## src/rtl/indec_ext.sv

```systemverilog
// indec_ext: assembles a UART byte stream into short/long commands with back-pressure and an inter-byte timeout
module indec_ext #(
  parameter int DATA_W     = 8,
  parameter int LONG_BYTES = 4,
  parameter int TIMEOUT    = 1000
) (
  input  logic                         clk_i,
  input  logic                         rst_i,
  input  logic [DATA_W-1:0]            rx_data_i,
  input  logic                         rx_valid_i,
  output logic                         rx_ready_o,
  output logic [DATA_W-1:0]            cmd_o,
  output logic [LONG_BYTES*DATA_W-1:0] arg_o,
  output logic                         cmd_long_o,
  output logic                         cmd_valid_o,
  input  logic                         cmd_ready_i,
  output logic                         timeout_o,
  output logic                         busy_o
);
  localparam int CW = $clog2(LONG_BYTES + 1);
  localparam int TW = (TIMEOUT > 0) ? $clog2(TIMEOUT + 1) : 1;
  localparam logic [CW-1:0] LAST = CW'(LONG_BYTES - 1);
  localparam logic [TW-1:0] TLIM = (TIMEOUT > 0) ? TW'(TIMEOUT - 1) : '0;
  typedef enum logic [1:0] {IDLE, ARGS, HOLD} state_t;
  state_t                       state_q;
  logic [CW-1:0]                cnt_q;
  logic [TW-1:0]                tcnt_q;
  logic [DATA_W-1:0]            cmd_q;
  logic [LONG_BYTES*DATA_W-1:0] arg_q;
  logic                         long_q, valid_q, tout_q, busy_q;
  logic                         acc, expire;
  assign rx_ready_o  = state_q != HOLD;
  assign acc         = rx_valid_i && rx_ready_o;
  // an accept in the expiry cycle wins over the timeout
  assign expire      = (TIMEOUT > 0) && !acc && tcnt_q == TLIM;
  assign cmd_o       = cmd_q;
  assign arg_o       = arg_q;
  assign cmd_long_o  = long_q;
  assign cmd_valid_o = valid_q;
  assign timeout_o   = tout_q;
  assign busy_o      = busy_q;
  always_ff @(posedge clk_i) begin
    if (rst_i) begin
      state_q <= IDLE;
      cnt_q   <= '0;
      tcnt_q  <= '0;
      cmd_q   <= '0;
      arg_q   <= '0;
      long_q  <= 1'b0;
      valid_q <= 1'b0;
      tout_q  <= 1'b0;
      busy_q  <= 1'b0;
    end else begin
      tout_q <= 1'b0;
      case (state_q)
        IDLE: if (acc) begin
          cmd_q   <= rx_data_i;
          arg_q   <= '0;
          long_q  <= rx_data_i[DATA_W-1];
          cnt_q   <= '0;
          tcnt_q  <= '0;
          valid_q <= !rx_data_i[DATA_W-1];
          busy_q  <= rx_data_i[DATA_W-1];
          state_q <= rx_data_i[DATA_W-1] ? ARGS : HOLD;
        end
        ARGS: if (acc) begin
          for (int i = 0; i < LONG_BYTES; i++)
            if (cnt_q == CW'(i)) arg_q[i*DATA_W +: DATA_W] <= rx_data_i;
          cnt_q  <= cnt_q + 1'b1;
          tcnt_q <= '0;
          if (cnt_q == LAST) begin
            state_q <= HOLD;
            valid_q <= 1'b1;
            busy_q  <= 1'b0;
          end
        end else if (expire) begin
          state_q <= IDLE;
          cnt_q   <= '0;
          tcnt_q  <= '0;
          long_q  <= 1'b0;
          busy_q  <= 1'b0;
          tout_q  <= 1'b1;
        end else if (TIMEOUT > 0) begin
          tcnt_q <= tcnt_q + TW'(tcnt_q != '1);
        end
        HOLD: if (cmd_ready_i) begin
          state_q <= IDLE;
          valid_q <= 1'b0;
        end
        default: state_q <= IDLE;
      endcase
    end
  end
endmodule

```

## config.mk

```make
export PLATFORM = sky130hd
export DESIGN_NAME = indec_ext
export DESIGN_NICKNAME = d
export VERILOG_FILES = /design/src/rtl/indec_ext.sv
export SDC_FILE = /design/constraint.sdc
export NUM_CORES = 1
export LEC_CHECK = 0
export BUFFER_PORTS_ARGS = -buffer_cell sky130_fd_sc_hd__buf_2
export CAP_MARGIN = 0
export CORE_ASPECT_RATIO = 0.5
export CORE_MARGIN = 4
export CORE_UTILIZATION = 55
export CTS_CLUSTER_DIAMETER = 200
export CTS_CLUSTER_SIZE = 30
export DETAILED_ROUTE_END_ITERATION = 7
export HOLD_SLACK_MARGIN = 0.15
export PLACE_DENSITY = 0.92
export SLEW_MARGIN = 20
export SYNTH_ARGS = -nofsm -noshare
export SYNTH_HDL_FRONTEND = slang
export SYNTH_SLANG_ARGS = --single-unit
```

## constraint.sdc

```tcl
create_clock -name clk_i -period 5 [get_ports clk_i]
set_input_delay 0.75 -clock clk_i [delete_from_list [all_inputs] [get_ports clk_i]]
set_output_delay 0.75 -clock clk_i [all_outputs]
set_load 0.02 [all_outputs]
```

==> flow_summary.ini, run 1 <==
[run_status]
status = finished clean

[cts]
clkSinkCount = 59
clk_pin_slew_ns = 0.07
cts-htree-levels = 3
clk_latency_ns = 0.35
cts-hold-fix-buffers = 0
cts-resized-gates = 0
clockRootBuffer = clkbuf_8
numCtsBuffers = 9
cts_setup_buffers = 0
cts_tree = built
cts.path.max_buffers = 2

[timing]
rsz0062_at_grt = no
final.setup.tns_ns = 0
finClkSkew_ns = 0.007757
tightest_slew_ns = 0.9193
final_max_slew_viol_count = 0
finalHoldViolCount = 0
layout_setup_ws_ns = 2.476
final.period_utilization_pct = 50.47
fmax_mhz = 396.3
setup_viol = 0
period_minus_slack_ns = 2.524
slew_headroom_pct = 38.71
holdWs_ns = 0.4577

[synthesis]
synth_nets = 308
yosysSeqAreaShare_pct = 45.89
yosysWarnings = 0
yosysTopAreaCell = dfxtp_1
yosysMostFrequentCell = dfxtp_1
netlist_area_um2 = 2574
synth_edf_count = 0
ys_top_cells_by_count = dfxtp_1 (59), nor2_1 (54), mux2i_1 (33), nand2_1 (23), a21oi_1 (18)
synth_top_area_share_pct = 45.89
synth_top_flop_cell = dfxtp_1
syn_inst = 285
avgSynthCellArea_um2 = 9.031
synth.distinct_cells = 36
ys_ff_latch = 59
async_flop_share_pct = 0
yosys-top-cells-area = dfxtp_1 (46%), mux2i_1 (13%), nor2_1 (7.9%)

[critical_path]
crit_chain = inv_1, ha_1, nor2b_1, a21oi_1, a21oi_2, mux2i_1, nor2_1
endpoint_kind = flop
critPathSlowestCell = a21oi_2
critPathKind = flop to flop
crit_arrival_ns = 2.71
crit_path_max_fanout = 18
critPathMaxStageDelay_ns = 0.57
worstPathRequired_ns = 5.19
crit_path_start_kind = flop

[layout]
fin_cells = 400
multi_input_area_um2 = 1301
areaGrowthSynthToFinish_pct = 19.20
nets = 361
n_antenna_cell = 0
final_cell_area_um2 = 3068
nFillCells = 331
regArea_um2 = 1181
drive_gt1_share_pct = 23.91
fin_util_pct = 68.68

[die]
start_util_pct = 57.62
ioPinCount = 57
die_h_um = 56.37
die-area_um2 = 5904
row_count = 17
coreArea_um2 = 4467
dieWidth_um = 104.7

[place]
place_hpwl_um = 4263
dp_slack_ns = 2.543
place_area_um2 = 2868
io_buffers = 56
dp.cells = 384
place.gp.congestion = 0.7642

[detailed_routing]
drt_first_pass_iters = 5
vias_per_cell = 5.593
drt_wl_total_um = 6406
wl_per_cell_um = 16.02
postRouteAntennaNets = 0
wl_met3_um = 532
vias = 2237
met2_wirelength_um = 3125
wl_met1_um = 2598
initialDrtViolationCount = 163
drc = 0
top_layer_used = met4

[pwr]
ir_drop_mv = 0.2373
comb_power_share_pct = 37.0
leakagePower_nw = 1.360
p_seq_share_pct = 35.4
switchingPower_mw = 0.6126
switching_share_pct = 39.13
internal_power_mw = 0.9530
total_power_mw = 1.566
clkPwrFrac_pct = 27.6
pwr_density_cell_nw_per_um2 = 510.3

[grt]
grtUsageTotal_pct = 23.03
grt_pass1_vias = 2203
grt_overflow = 0
grt_antenna_before_repair = 0
grt_pass1_wl_um = 10750
grt_start_max_net_pins = 53

[worst_hold_path]
min_path_type = flop to flop

[job]
max-cap-violations = 0
==> area by class of cell <==
cell class              instances  area share [%]
clock buffers                   9           4.038
clock inverters                 7           2.488
inverters                       7          0.8564
multi-input cells             204           42.41
flip-flops and latches         59           38.50
well taps                      57           2.325
repair buffers                 57           9.380
==> sequential cells by signal (all words and copies together) (netlist names) <==
register and cells:
cnt_q 3, cmd_valid_o 1, cmd_o 8, timeout_o 1
tcnt_q 10, arg_o 32, state_q 2, busy_o 1
cmd_long_o 1
==> per-layer routing <==
layer	global-route usage [%]	vias up
met3	7.922	18
met4	10.47	0
met1	26.66	1040
met5	0	-
li1	-	1070
met2	38.83	109
==> power groups by stage <==
stage | combinational [mW] | sequential [mW] | clock, mW
after detailed placement | 0.566 | 0.563 | 0
after global placement | 0.547 | 0.559 | 0
after global routing | 0.631 | 0.561 | 0.461
after floorplan | 0.392 | 0.604 | 0
final | 0.580 | 0.554 | 0.432
after CTS | 0.574 | 0.553 | 0.436
==> cell families (layout without fill, tap and decap cells) <==
family / Yosys count / after routing / share of synthesized area [%]
buf+inv: 22 / 80 / 3.549
fa+ha+maj: 11 / 11 / 5.348
mux: 33 / 33 / 12.83
flops: 59 / 59 / 45.89
xor+xnor: 8 / 8 / 2.723
compound gates: 35 / 35 / 8.702
simple gates: 117 / 117 / 20.95
==> critical path: cells and delay by family, from the launching register on <==
| kind | cells | cell delay, ns |
|---|---|---|
| flip-flops | 1 | 0.34 |
| buffers and inverters | 1 | 0.13 |
| AND/OR/NAND/NOR | 2 | 0.32 |
| multiplexers | 1 | 0.33 |
| adder cells (fa/ha/maj) | 1 | 0.53 |
| AO/OA/AOI/OAI | 2 | 0.70 |
==> cells in the final DEF (no fill, tap or decap), types with 2 or more instances in the layout <==
master and instances:
xnor2_1 3, nand2b_1 3, nand4_1 5, nand3_1 10
clkinvlp_4 2, nor2b_1 5, nand2_1 23, ha_1 11
a21oi_1 18, xor2_1 5, nor3_1 2, clkinv_4 2
dfxtp_1 59, mux2i_1 33, a21oi_2 4, buf_2 56
inv_1 7, o41ai_1 2, o21ai_0 4, nor2_1 54
clkbuf_8 9, and2_1 8
==> final timing paths <==
| check | start | end | slack [ns] | cells after the start |
|---|---|---|---|---|
| worst min register to register | cmd_o[3] | cmd_o[3] | 0.46 | 2 |
| worst max register to register | state_q[1] | arg_o[25] | 2.48 | 7 |
| worst min-delay path | cmd_o[3] | cmd_o[3] | 0.46 | 2 |
| worst max-delay path | state_q[1] | arg_o[25] | 2.48 | 7 |
Note: power is estimated with default switching activity, not from simulation.
==> inputs of run 2 (changes only) <==
CORE_UTILIZATION = 53   (was 55)
PLACE_DENSITY = 0.89   (was 0.92)
clock period = 2.4 ns   (was 5 ns; I/O delays follow)
==> flow_summary.ini, run 2 (same netlist as run 1, synthesis figures left out) <==
[critical_path]
crit_family = simple AND/OR/NAND/NOR gates
reg2reg_slack_ns = 0.32
critPathKind = flop to flop
endpoint_kind = flop
critPathSlowestCell = or4_1
crit_path_start_kind = flop
crit_path_max_fanout = 10
critPathMaxStageDelay_ns = 0.65
crit_buf_inv = 0
crit_chain = nand4_2, or4_1, a31o_2, nand2b_1, nor2_1
crit_arrival_ns = 2.29
worstPathRequired_ns = 2.62

[die]
die_h_um = 57.28
coreArea_um2 = 4531
ioPinCount = 57
start_util_pct = 56.81
row_count = 17
dieWidth_um = 106.6
die-area_um2 = 6103

[place]
dp_slack_ns = 0.3608
place.gp.congestion = 0.8374
place_area_um2 = 2947
place_hpwl_um = 4366
io_buffers = 56

[cts]
cts.path.max_buffers = 2
cts_tree = built
clk_latency_ns = 0.35
clockRootBuffer = clkbuf_8
numCtsBuffers = 9
clk_pin_slew_ns = 0.06
cts_setup_buffers = 0
clkSinkCount = 59
cts-hold-fix-buffers = 0
cts-htree-levels = 3
cts-resized-gates = 0

[detailed_routing]
drt_wl_total_um = 6434
postRouteAntennaNets = 0
vias = 2296
drc = 0
drt_first_pass_iters = 6
vias_per_cell = 5.493
initialDrtViolationCount = 133
wl_per_cell_um = 15.39

[pwr]
leakagePower_nw = 1.428
pwr_density_cell_nw_per_um2 = 1112
total_power_mw = 3.542
ir_drop_mv = 0.5193

[layout]
largest_register_ffs = 32
areaGrowthSynthToFinish_pct = 23.72
layout_common_cells = dfxtp_1 (59), buf_2 (56), nor2_1 (54), mux2i_1 (33), nand2_1 (23)
n_antenna_cell = 0
nFillCells = 301
nets = 370
mostFrequentLayoutCell = dfxtp_1
drive_gt1_share_pct = 25.57
final_cell_area_um2 = 3184

[grt]
met2_usage_pct = 38.16
top_usage_layer = met2
grt_pass1_wl_um = 10480
grt_use_met1_pct = 24.29
grt_overflow = 0
grt_antenna_before_repair = 0
grt_pass1_vias = 2194
use_met3_pct = 8.249
grt_start_max_net_pins = 45
grtUsageTotal_pct = 22.20

[timing]
rsz0062_at_grt = no
period_minus_slack_ns = 2.077
final_max_slew_viol_count = 0
fmax_mhz = 481.4
holdWs_ns = 0.2804
slew_headroom_pct = 66.83
final.setup.tns_ns = 0
finalHoldViolCount = 0
final.period_utilization_pct = 86.56
layout_setup_ws_ns = 0.3227
tightest_slew_ns = 0.4942
setup_viol = 0
finClkSkew_ns = 0.008446

[job]
max-cap-violations = 0

[worst_hold_path]
min_path_type = input pin to flop

[run_status]
status = finished clean
run 2: layout make-up:
class,instances,area [µm²],area share [%]
inverters,7,26.28,0.8251
well taps,66,82.58,2.593
repair buffers,66,355.3,11.16
flip-flops and latches,59,1181,37.09
multi-input cells,204,1301,40.86
clock buffers,13,168.9,5.305
clock inverters,3,68.82,2.161
run 2: path summary, 6_finish.rpt:
kind,to,depth (start not counted),from
setup / recovery,tcnt_q[7],5,tcnt_q[6]
hold / removal,cmd_o[5],3,rx_data_i[5]
setup reg to reg,tcnt_q[7],5,tcnt_q[6]
hold reg to reg,cmd_o[5],2,cmd_o[5]
run 2: metrics by stage:
step,util [%],instances
global placement,65.04,402
detailed placement,65.04,402
global route,70.28,418
CTS,70.28,418
finish,70.28,418
floorplan,-,285
run 2: tightest hold or removal path, stage by stage:
cell	delay, ns
buf_2	0.10
nand3_1	0.06
a21oi_1	0.05
run 2: power by group:
group	total [mW]	switching, mW	internal (mW)
Sequential	1.15	0.0679	1.09
Clock	1.06	0.384	0.672
Combinational	1.33	0.835	0.497
Total	3.54	1.29	2.25
run 2: layer usage:
| metal | share of wire [%] | wire length (µm) | vias to the layer above |
|---|---|---|---|
| met2 | 48 | 3088 | 104 |
| met3 | 6.9 | 441 | 28 |
| met1 | 41 | 2668 | 1070 |
| met4 | 3.7 | 235 | 0 |
| met5 | 0 | 0 | - |
| li1 | - | - | 1094 |
